===== config.mk =====
export PLATFORM = sky130hd
export DESIGN_NAME = icache_flat
export DESIGN_NICKNAME = d
export VERILOG_FILES = /design/src/rtl/icache_pkg.sv /design/src/rtl/icache_if.sv /design/src/rtl/icache_array.sv /design/src/rtl/icache.sv /design/src/flat_wrapper.sv
export SDC_FILE = /design/constraint.sdc
export NUM_CORES = 2
export LEC_CHECK = 0
export ABC_AREA = 0
export CORE_AREA = 3 3 473 475
export CTS_BUF_LIST = sky130_fd_sc_hd__clkbuf_8
export DETAILED_ROUTE_END_ITERATION = 8
export DIE_AREA = 0 0 476 478
export PLACE_DENSITY = 0.82
export SETUP_SLACK_MARGIN = 0.3
export SYNTH_ARGS = -nofsm -noshare
export SYNTH_HDL_FRONTEND = slang
export SYNTH_SLANG_ARGS = --single-unit
export TNS_END_PERCENT = 100

===== constraint.sdc =====
create_clock -name clk -period 4.44 [get_ports clk]
set_clock_uncertainty 0.1 [all_clocks]
set_input_delay 0.444 -clock clk [delete_from_list [all_inputs] [get_ports clk]]
set_output_delay 0.444 -clock clk [all_outputs]
set_load 0.02 [all_outputs]

===== src/rtl/icache_pkg.sv =====
// icache_pkg: shared geometry, FSM encoding and address slicing for the instruction cache
//   INDEX_BITS : log2(line count), 64 lines of one 32-bit word each
//   TAG_BITS   : remaining word-address bits above the index
package icache_pkg;
  localparam int INDEX_BITS = 6;
  localparam int TAG_BITS = 30 - INDEX_BITS;
  typedef enum logic {IDLE, MISS} state_e;
  function automatic logic [INDEX_BITS-1:0] pc_index(input logic [31:0] pc);
    return pc[INDEX_BITS+1:2];
  endfunction
  function automatic logic [TAG_BITS-1:0] pc_tag(input logic [31:0] pc);
    return pc[31:INDEX_BITS+2];
  endfunction
endpackage


===== src/rtl/icache_if.sv =====
// icache_if: IF-stage fetch handshake plus mem_ctrl read handshake
//   slave  : cache side (takes fetch requests and memory replies, drives answers and mem requests)
//   master : IF stage / mem_ctrl side
interface icache_if;
  logic        flush, fetch_valid, fetch_ready, mem_rn, mem_ready;
  logic [31:0] fetch_pc, fetch_inst, mem_pc, mem_value;
  modport slave (
    input  flush, fetch_valid, fetch_pc, mem_ready, mem_value,
    output fetch_ready, fetch_inst, mem_rn, mem_pc
  );
  modport master (
    output flush, fetch_valid, fetch_pc, mem_ready, mem_value,
    input  fetch_ready, fetch_inst, mem_rn, mem_pc
  );
endinterface


===== src/rtl/icache_array.sv =====
// icache_array: valid bits (async cleared) plus unreset tag/data storage
//   clk, rst_n              : clock, async active-low reset (valid bits only)
//   we_i, widx_i, wtag_i, wdata_i : single write port (line fill)
//   ridx_i -> rvalid_o, rtag_o, rdata_o : combinational read port
module icache_array
  import icache_pkg::*;
(
  input  logic                  clk,
  input  logic                  rst_n,
  input  logic                  we_i,
  input  logic [INDEX_BITS-1:0] widx_i,
  input  logic [TAG_BITS-1:0]   wtag_i,
  input  logic [31:0]           wdata_i,
  input  logic [INDEX_BITS-1:0] ridx_i,
  output logic                  rvalid_o,
  output logic [TAG_BITS-1:0]   rtag_o,
  output logic [31:0]           rdata_o
);
  localparam int LINES = 1 << INDEX_BITS;
  logic [LINES-1:0]    valid_q;
  logic [TAG_BITS-1:0] tag_q [LINES];
  logic [31:0]         data_q [LINES];
  always_ff @(posedge clk or negedge rst_n)
    if (!rst_n) valid_q <= '0;
    else if (we_i) valid_q[widx_i] <= 1'b1;
  always_ff @(posedge clk)
    if (we_i) begin
      tag_q[widx_i]  <= wtag_i;
      data_q[widx_i] <= wdata_i;
    end
  assign rvalid_o = valid_q[ridx_i];
  assign rtag_o   = tag_q[ridx_i];
  assign rdata_o  = data_q[ridx_i];
endmodule


===== src/rtl/icache.sv =====
// icache: direct-mapped one-word-per-line instruction cache between IF and mem_ctrl
//   clk, rst_n : clock, async active-low reset
//   rdy        : global ready, low freezes all state and outputs
//   bus        : icache_if.slave (fetch handshake + mem_ctrl read handshake)
//   hit_cnt, miss_cnt : accepted hit/miss counters, present only with ICACHE_STATS_EN
module icache
  import icache_pkg::*;
(
  input  logic        clk,
  input  logic        rst_n,
  input  logic        rdy,
  icache_if.slave     bus
`ifdef ICACHE_STATS_EN
  ,
  output logic [31:0] hit_cnt,
  output logic [31:0] miss_cnt
`endif
);
  state_e              state_q, state_d;
  logic                drop_q, drop_d, fetch_ready_q, fetch_ready_d, mem_rn_q, mem_rn_d;
  logic [31:0]         fetch_inst_q, fetch_inst_d, mem_pc_q, mem_pc_d;
  logic                rvalid, hit, accept, fill;
  logic [TAG_BITS-1:0] rtag;
  logic [31:0]         rdata;
  // mem_pc_q doubles as the latched miss address used for the fill
  icache_array u_array (
    .clk(clk), .rst_n(rst_n), .we_i(rdy && fill),
    .widx_i(pc_index(mem_pc_q)), .wtag_i(pc_tag(mem_pc_q)), .wdata_i(bus.mem_value),
    .ridx_i(pc_index(bus.fetch_pc)), .rvalid_o(rvalid), .rtag_o(rtag), .rdata_o(rdata)
  );
  assign hit    = rvalid && rtag == pc_tag(bus.fetch_pc);
  // the cycle showing fetch_ready still sees the held pc, so it must not answer again
  assign accept = state_q == IDLE && bus.fetch_valid && !fetch_ready_q && !bus.flush;
  assign fill   = state_q == MISS && bus.mem_ready;
  always_comb begin
    state_d       = state_q;
    drop_d        = drop_q;
    fetch_ready_d = 1'b0;
    fetch_inst_d  = fetch_inst_q;
    mem_rn_d      = mem_rn_q;
    mem_pc_d      = mem_pc_q;
    if (accept && hit) begin
      fetch_ready_d = 1'b1;
      fetch_inst_d  = rdata;
    end
    if (accept && !hit) begin
      state_d  = MISS;
      mem_rn_d = 1'b1;
      mem_pc_d = {bus.fetch_pc[31:2], 2'b00};
      drop_d   = 1'b0;
    end
    if (fill) begin
      state_d       = IDLE;
      mem_rn_d      = 1'b0;
      fetch_ready_d = !(drop_q || bus.flush);
      fetch_inst_d  = fetch_ready_d ? bus.mem_value : fetch_inst_q;
    end else if (state_q == MISS && bus.flush) begin
      drop_d = 1'b1;
    end
  end
  always_ff @(posedge clk or negedge rst_n)
    if (!rst_n) begin
      state_q       <= IDLE;
      drop_q        <= 1'b0;
      fetch_ready_q <= 1'b0;
      fetch_inst_q  <= '0;
      mem_rn_q      <= 1'b0;
      mem_pc_q      <= '0;
    end else if (rdy) begin
      state_q       <= state_d;
      drop_q        <= drop_d;
      fetch_ready_q <= fetch_ready_d;
      fetch_inst_q  <= fetch_inst_d;
      mem_rn_q      <= mem_rn_d;
      mem_pc_q      <= mem_pc_d;
    end
  assign bus.fetch_ready = fetch_ready_q;
  assign bus.fetch_inst  = fetch_inst_q;
  assign bus.mem_rn      = mem_rn_q;
  assign bus.mem_pc      = mem_pc_q;
`ifdef ICACHE_STATS_EN
  logic [31:0] hit_cnt_q, miss_cnt_q;
  always_ff @(posedge clk or negedge rst_n)
    if (!rst_n) begin
      hit_cnt_q  <= '0;
      miss_cnt_q <= '0;
    end else if (rdy && accept) begin
      hit_cnt_q  <= hit_cnt_q + 32'(hit);
      miss_cnt_q <= miss_cnt_q + 32'(!hit);
    end
  assign hit_cnt  = hit_cnt_q;
  assign miss_cnt = miss_cnt_q;
`endif
endmodule


===== src/flat_wrapper.sv =====
// flat-port wrapper written by rule: the top's interface ports become plain ports
module icache_flat import icache_pkg::*;
  (clk, rst_n, rdy, bus_flush, bus_fetch_valid, bus_fetch_pc, bus_mem_ready, bus_mem_value, bus_fetch_ready, bus_fetch_inst, bus_mem_rn, bus_mem_pc);
  icache_if bus_i ();
  input  logic clk;
  input  logic rst_n;
  input  logic rdy;
  input wire logic [$bits(bus_i.flush)-1:0] bus_flush;
  input wire logic [$bits(bus_i.fetch_valid)-1:0] bus_fetch_valid;
  input wire logic [$bits(bus_i.fetch_pc)-1:0] bus_fetch_pc;
  input wire logic [$bits(bus_i.mem_ready)-1:0] bus_mem_ready;
  input wire logic [$bits(bus_i.mem_value)-1:0] bus_mem_value;
  output wire logic [$bits(bus_i.fetch_ready)-1:0] bus_fetch_ready;
  output wire logic [$bits(bus_i.fetch_inst)-1:0] bus_fetch_inst;
  output wire logic [$bits(bus_i.mem_rn)-1:0] bus_mem_rn;
  output wire logic [$bits(bus_i.mem_pc)-1:0] bus_mem_pc;
  assign bus_i.flush = bus_flush;
  assign bus_i.fetch_valid = bus_fetch_valid;
  assign bus_i.fetch_pc = bus_fetch_pc;
  assign bus_i.mem_ready = bus_mem_ready;
  assign bus_i.mem_value = bus_mem_value;
  assign bus_fetch_ready = bus_i.fetch_ready;
  assign bus_fetch_inst = bus_i.fetch_inst;
  assign bus_mem_rn = bus_i.mem_rn;
  assign bus_mem_pc = bus_i.mem_pc;
  icache u_core (.clk(clk), .rst_n(rst_n), .rdy(rdy), .bus(bus_i));
endmodule

# Word-level counts from Yosys, hierarchy flattened
# Memories as Yosys holds them, arrays and structs flattened.
# Cells that the tools add are included.
[op_classes] magnitude_cmp=3 n_eq_ne=2 muxes=16 bitwise=2 n_reduce_logical=20
[ops] operator="two-way mux 32 bit" count=3
[ops] operator="OR 64 bit" count=1
[ops] operator="equality test 24 bit" count=1
[ops] operator="< comparator 6 x 7 -> 1 bit, second input constant" count=2
[ops] operator="two-way mux 1 bit" count=11
[ops] operator="logical AND 1 bit" count=10
[ops] operator="binary-select mux 1 bit (select 6 bit)" count=1
[ops] operator="demux 1 bit (select 6 bit)" count=1
[ops] operator="greater-or-equal comparator 6 x 1 -> 1 bit, second input constant" count=1
[ops] operator="logical NOT 1 bit" count=4
[ops] operator="AND reduction 2 bit" count=2
[ops] operator="nonzero test 2 bit" count=2
[ops] operator="AND reduction 3 bit" count=1
[ops] operator="inequality test 2 bit, second input constant" count=1
[ops] operator="logical OR 1 bit" count=1
[ops] operator="inverter 1 bit" count=1
[word_totals] regBits=129 ramBits=3584 inputBits=70 output_inout_bits=66 elab_cells=51 n_memories=2
[mem_list] name="u_core.u_array.data_q" words=64 word_bits=32 rd=1 rd_ports_with_merged_regs=0 wr=1 line="icache_array.sv:22" text="logic [31:0] data_q [LINES];"
[mem_list] name="u_core.u_array.tag_q" words=64 word_bits=24 rd=1 rd_ports_with_merged_regs=0 wr=1 line="icache_array.sv:21" text="logic [TAG_BITS-1:0] tag_q [LINES];"

# Longest topological paths before layout
[logic_depth] depth_word=8 ltp_mapped=19 depth_no_buf=11

# Modules after synthesis
# A second synthesis with hierarchy kept.
[hier_totals] cells_unflattened=6325 hier_area_um2=141694.6
[modules_own_cells] module="icache_array" n_inst=1 cells_per_inst=6106 area_per_inst_um2=138414.0
[modules_own_cells] module="icache" n_inst=1 cells_per_inst=219 area_per_inst_um2=3280.6

# Worst setup path before layout
# OpenSTA, ideal clock, no wires.
[synth_path] path_kind="in2reg" startpoint="input bus_fetch_pc[2]" endpoint="register u_core.fetch_inst_q[30] (netlist: u_core.bus.fetch_inst[30])" t_arrival_ns=4.039 required_ns=4.213 path_slack_ns=0.174 stages=17 n_path_buf=10 path_cell_list="buf_6 > buf_8 > buf_6 > buf_6 > buf_4 > buf_4 > buf_2 > buf_2 > clkbuf_1 > buf_2 > mux4_2 > mux4_2 > nor2_1 > nor2_1 > o22ai_1 > nor2_1 > mux2_1"
[synth_via] elab_chain_len=6 word_cells_on_any_way=11
[synth_lines] element="start: declaration" line="flat_wrapper.sv:10" text="input wire logic [$bits(bus_i.fetch_pc)-1:0] bus_fetch_pc;"
[synth_lines] element="memory read (64 x 24 bit) / binary-select mux 1 bit (select 6 bit) (equally long branches)"
[synth_lines] element="equality test 24 bit / two-way mux 1 bit (equally long branches)" line="icache.sv:31, icache_array.sv:31"
[synth_lines] element="logical AND 1 bit" line="icache.sv:31" text="assign hit = rvalid && rtag == pc_tag(bus.fetch_pc);"
[synth_lines] element="logical AND 1 bit" line="icache.sv:42" text="if (accept && hit) begin"
[synth_lines] element="nonzero test 2 bit (no line)"
[synth_lines] element="AND reduction 3 bit (no line)"
[synth_lines] element="end signal: assignment" line="icache.sv:73" text="fetch_inst_q <= fetch_inst_d;"
[synth_lines] element="end: declaration" line="icache.sv:21" text="logic [31:0] fetch_inst_q, fetch_inst_d, mem_pc_q, mem_pc_d;"
# Several ways; a longest one is shown, not always the timed one. The select of a mux whose other input is x is not followed.
# A chain may end at the register's enable or synchronous reset.

# Worst setup path after layout
[layout_path] startpoint="memory u_core.u_array.tag_q[39][7] in the netlist's numbering" endpoint="register u_core.fetch_inst_q[29] (netlist: u_core.bus.fetch_inst[29])"
[layout_via] elab_chain_len=6
[layout_lines] element="start: declaration" line="icache_array.sv:21"
[layout_lines] element="memory read (64 x 24 bit)"
[layout_lines] element="equality test 24 bit" line="icache.sv:31"
[layout_lines] element="logical AND 1 bit" line="icache.sv:31"
[layout_lines] element="logical AND 1 bit" line="icache.sv:42"
[layout_lines] element="nonzero test 2 bit (no line)"
[layout_lines] element="AND reduction 3 bit (no line)"
# Every way passes these cells.

==> impl_metrics.ini <==
[status]
status = completed

[clock_network]
cts.clk_slew.worst_paths_ns = 0.06
cts.sinks = 3713
cts-root-buf = clkbuf_8
cts_tree = yes
clockBufferDepth = 4
cts_buffers = 575
worstSkewPairLatency_ns = 1.11
cts_max_level = 6

[worst_setup_path]
crit_fanout = 13
crit_chain = mux4_2 -> a221o_1 -> a21oi_1 -> a311oi_4 -> xnor2_2 -> o211ai_1 -> or4b_4 -> or4_4 -> o21ai_4 -> buf_12 -> buf_12 -> mux2_2
cp.arrival_ns = 5.28
crit_slowest_cell = or4b_4
cp-end-kind = register
crit_required_ns = 5.30
critPathKind = reg2reg
cp-start-kind = register
slowest_delay_ns = 0.60
crit_top_cell = buf_12

[logic_synthesis]
synth_area_leader_cell = edfxtp_1
async_flop_share_pct = 3.47
ys_seq_elements = 3713
synth_area_per_cell_um2 = 22.5
seq_area_frac_synth_pct = 77.6
synthCells = 6341
yosysWarningCount = 0
synth_edf_count = 3584
synth_area_leaders = edfxtp_1 (75%), mux4_2 (14%), dfrtp_1 (2.3%)
syn-cell-area_mm2 = 0.143
ys_types = 71
synth-main-ff-cell = edfxtp_1
yosys.area.top_type_share_pct = 75.4

[global_routing]
grtUsageTotal_pct = 36.8
antenna_found_initial = 13
grt_pass1_vias = 77900
grt_max_degree = 170
grt_pass1_wl_um = 577000
overflow = 0

[final_layout]
layout_commonest_cell = edfxtp_1
multiInputGateArea_mm2 = 0.0309
fillerInstances = 11000
syn2layout_area_growth_pct = 14.0
drive_above_1_share_pct = 31.6
layout_common_cells = edfxtp_1 (3584), mux4_2 (898), clkbuf_8 (606)
seqCellArea_mm2 = 0.111
utilization_pct = 74.1
nets = 7358

[worst_hold_path]
hp-class = in2reg

[floorplan]
start_util_pct = 65.0
die-area_mm2 = 0.228
core_area_mm2 = 0.220
die_h_um = 478
fp.dieW_um = 476
boundaryPins = 136
rows = 172

[power]
p_leak_nw = 53.7
p_total_mw = 72.9
vdd_ir_drop_max_mv = 0.414
powerDensity_mw_per_mm2 = 448

[placement]
dpl.hpwl_um = 225000
gp_congestion = 0.892
dpl_worst_slack_ns = -0.869
io_buffers = 131

[timing]
tightest_slew_ns = 1.19
post-route-period-util_pct = 99.6
relSlewSlack_pct = 20.8
rsz0062_at_grt = yes
finalMaxSlewViolations = 0
finalSetupViolations = 0
fmax_ghz = 0.226
hold_violations = 0
fin_setup_tns_ns = 0
post-route-min-period_ns = 4.42
worst_slack_ns = 0.0198

[detailed_routing]
ant_nets = 0
drc = 0
vias = 77600
viasPerCell = 7.27
drtPass1Iterations = 8
totalWireLength_um = 417000
drtIter0Drc = 14700
routedWlPerCell_um = 39.0

[run]
cap_violations = 0
## power by group
group | internal (mW) | switching (mW) | leakage, nW | total [mW]
clock | 13.1 | 12.9 | 5.92 | 26.0
sequential | 40.2 | 1.12 | 33.9 | 41.3
combinational | 2.29 | 3.27 | 13.9 | 5.56
total | 55.5 | 17.3 | 53.7 | 72.9
## critical path: cells and delay by family, from the launching register on
kind | cells | cell delay, ns
AO/OA/AOI/OAI | 5 | 1.12
flip-flops | 1 | 0.38
buffers and inverters | 2 | 0.39
AND/OR/NAND/NOR | 2 | 1.13
multiplexers | 2 | 0.83
XOR/XNOR | 1 | 0.31
## final cells by class
class / instances / share of cell area [%]
inverter: 9 / 0.0269
clock inverter: 389 / 1.13
antenna: 11 / 0.0169
clock buffer: 606 / 5.13
sequential: 3713 / 68.1
timing repair buffer: 705 / 4.33
tap: 2958 / 2.27
multi-input combinational: 2284 / 19.0
## routing by layer
layer	vias up	global-route usage [%]	wire length [um]
li1	28700	-	-
met1	39000	49.2	129000
met2	8090	55.0	192000
met3	1761	10.7	65500
met4	2	21.6	30400
met5	-	0	13
## cells in the mapped netlist (7+ instances only)
cell and count:
edfxtp_1 3584, mux4_2 898, mux2i_1 313, nor2_1 244, clkbuf_1 148, dfrtp_1 129
a22oi_1 120, buf_2 106, nand2_1 97, or2_2 69, o22ai_1 64, nand3_1 60
mux2_2 51, a21oi_1 50, buf_6 39, o21ai_0 27, xnor2_1 22, buf_1 21
buf_4 20, mux2_4 20, a31oi_1 16, nand4_1 15, mux2_1 14, nor2b_1 14
a221oi_1 12, nor3_1 12, o211ai_1 11, xor2_1 11, nand2b_1 10, inv_1 9
nand3b_1 9, and2_1 8, and3_1 8, a22o_1 7
## per-stage QoR
| step | area, um^2 | hold slack, ns | std cells |
|---|---|---|---|
| after floorplan | 143000 | 0.0484 | 6342 |
| after global placement | 152000 | 0.246 | 9625 |
| after detailed placement | 152000 | 0.253 | 9625 |
| after CTS | 163000 | 0.00698 | 10700 |
| after global routing | 163000 | 0.0219 | 10700 |
| final | 163000 | 0.0735 | 10700 |
## flip-flops by register name (all words and copies together), names as in the netlist
name and cells:
u_core.u_array.tag_q 1536, u_core.bus.mem_rn 1, u_core.bus.mem_pc 30, u_core.u_array.data_q 2048, u_core.bus.fetch_inst 32, u_core.u_array.valid_q 64, u_core.drop_q 1, u_core.bus.fetch_ready 1
## worst paths after layout
kind                                                   startpoint                                     end  slack, ns  depth (start not counted)
max                         u_core.u_array.tag_q[39][7]$_DFFE_PP_   u_core.bus.fetch_inst[29]$_DFFE_PN0P_       0.02                         12
min                                              bus_fetch_pc[26]       u_core.bus.mem_pc[26]$_DFFE_PN0P_       0.07                          2
max reg2reg                 u_core.u_array.tag_q[39][7]$_DFFE_PP_   u_core.bus.fetch_inst[29]$_DFFE_PN0P_       0.02                         12
min reg2reg                u_core.u_array.valid_q[58]$_DFFE_PN0P_  u_core.u_array.valid_q[58]$_DFFE_PN0P_       0.37                          1
max in group asynchronous                                   rst_n   u_core.bus.fetch_inst[17]$_DFFE_PN0P_       2.95                          4
min in group asynchronous                                   rst_n       u_core.bus.mem_pc[14]$_DFFE_PN0P_       0.39                          4
## what timing repair did
item / in CTS / in global routing
endpoints found under the setup margin: 40 / 63
hold buffers: 39 / 0
buffers inserted: 2 / 1
cloned: 2 / 0
hold endpoints to repair: 1879 / 0
pin swaps: 5 / 3
gates resized for setup: 20 / 23
## kinds of logic (layout without fill, tap and decap cells)
kind of cell / after synthesis / count (layout) / share of synthesized area [%]
AO/OA/AOI/OAI: 366 / 366 / 1.79
buffers and inverters: 345 / 1709 / 1.27
multiplexers: 1300 / 1300 / 17.2
flip-flops: 3713 / 3713 / 77.6
other: 1 / 13 / 0.00263
AND/OR/NAND/NOR: 583 / 583 / 1.95
XOR/XNOR: 33 / 33 / 0.202
Power figures use the tool's default switching activity.
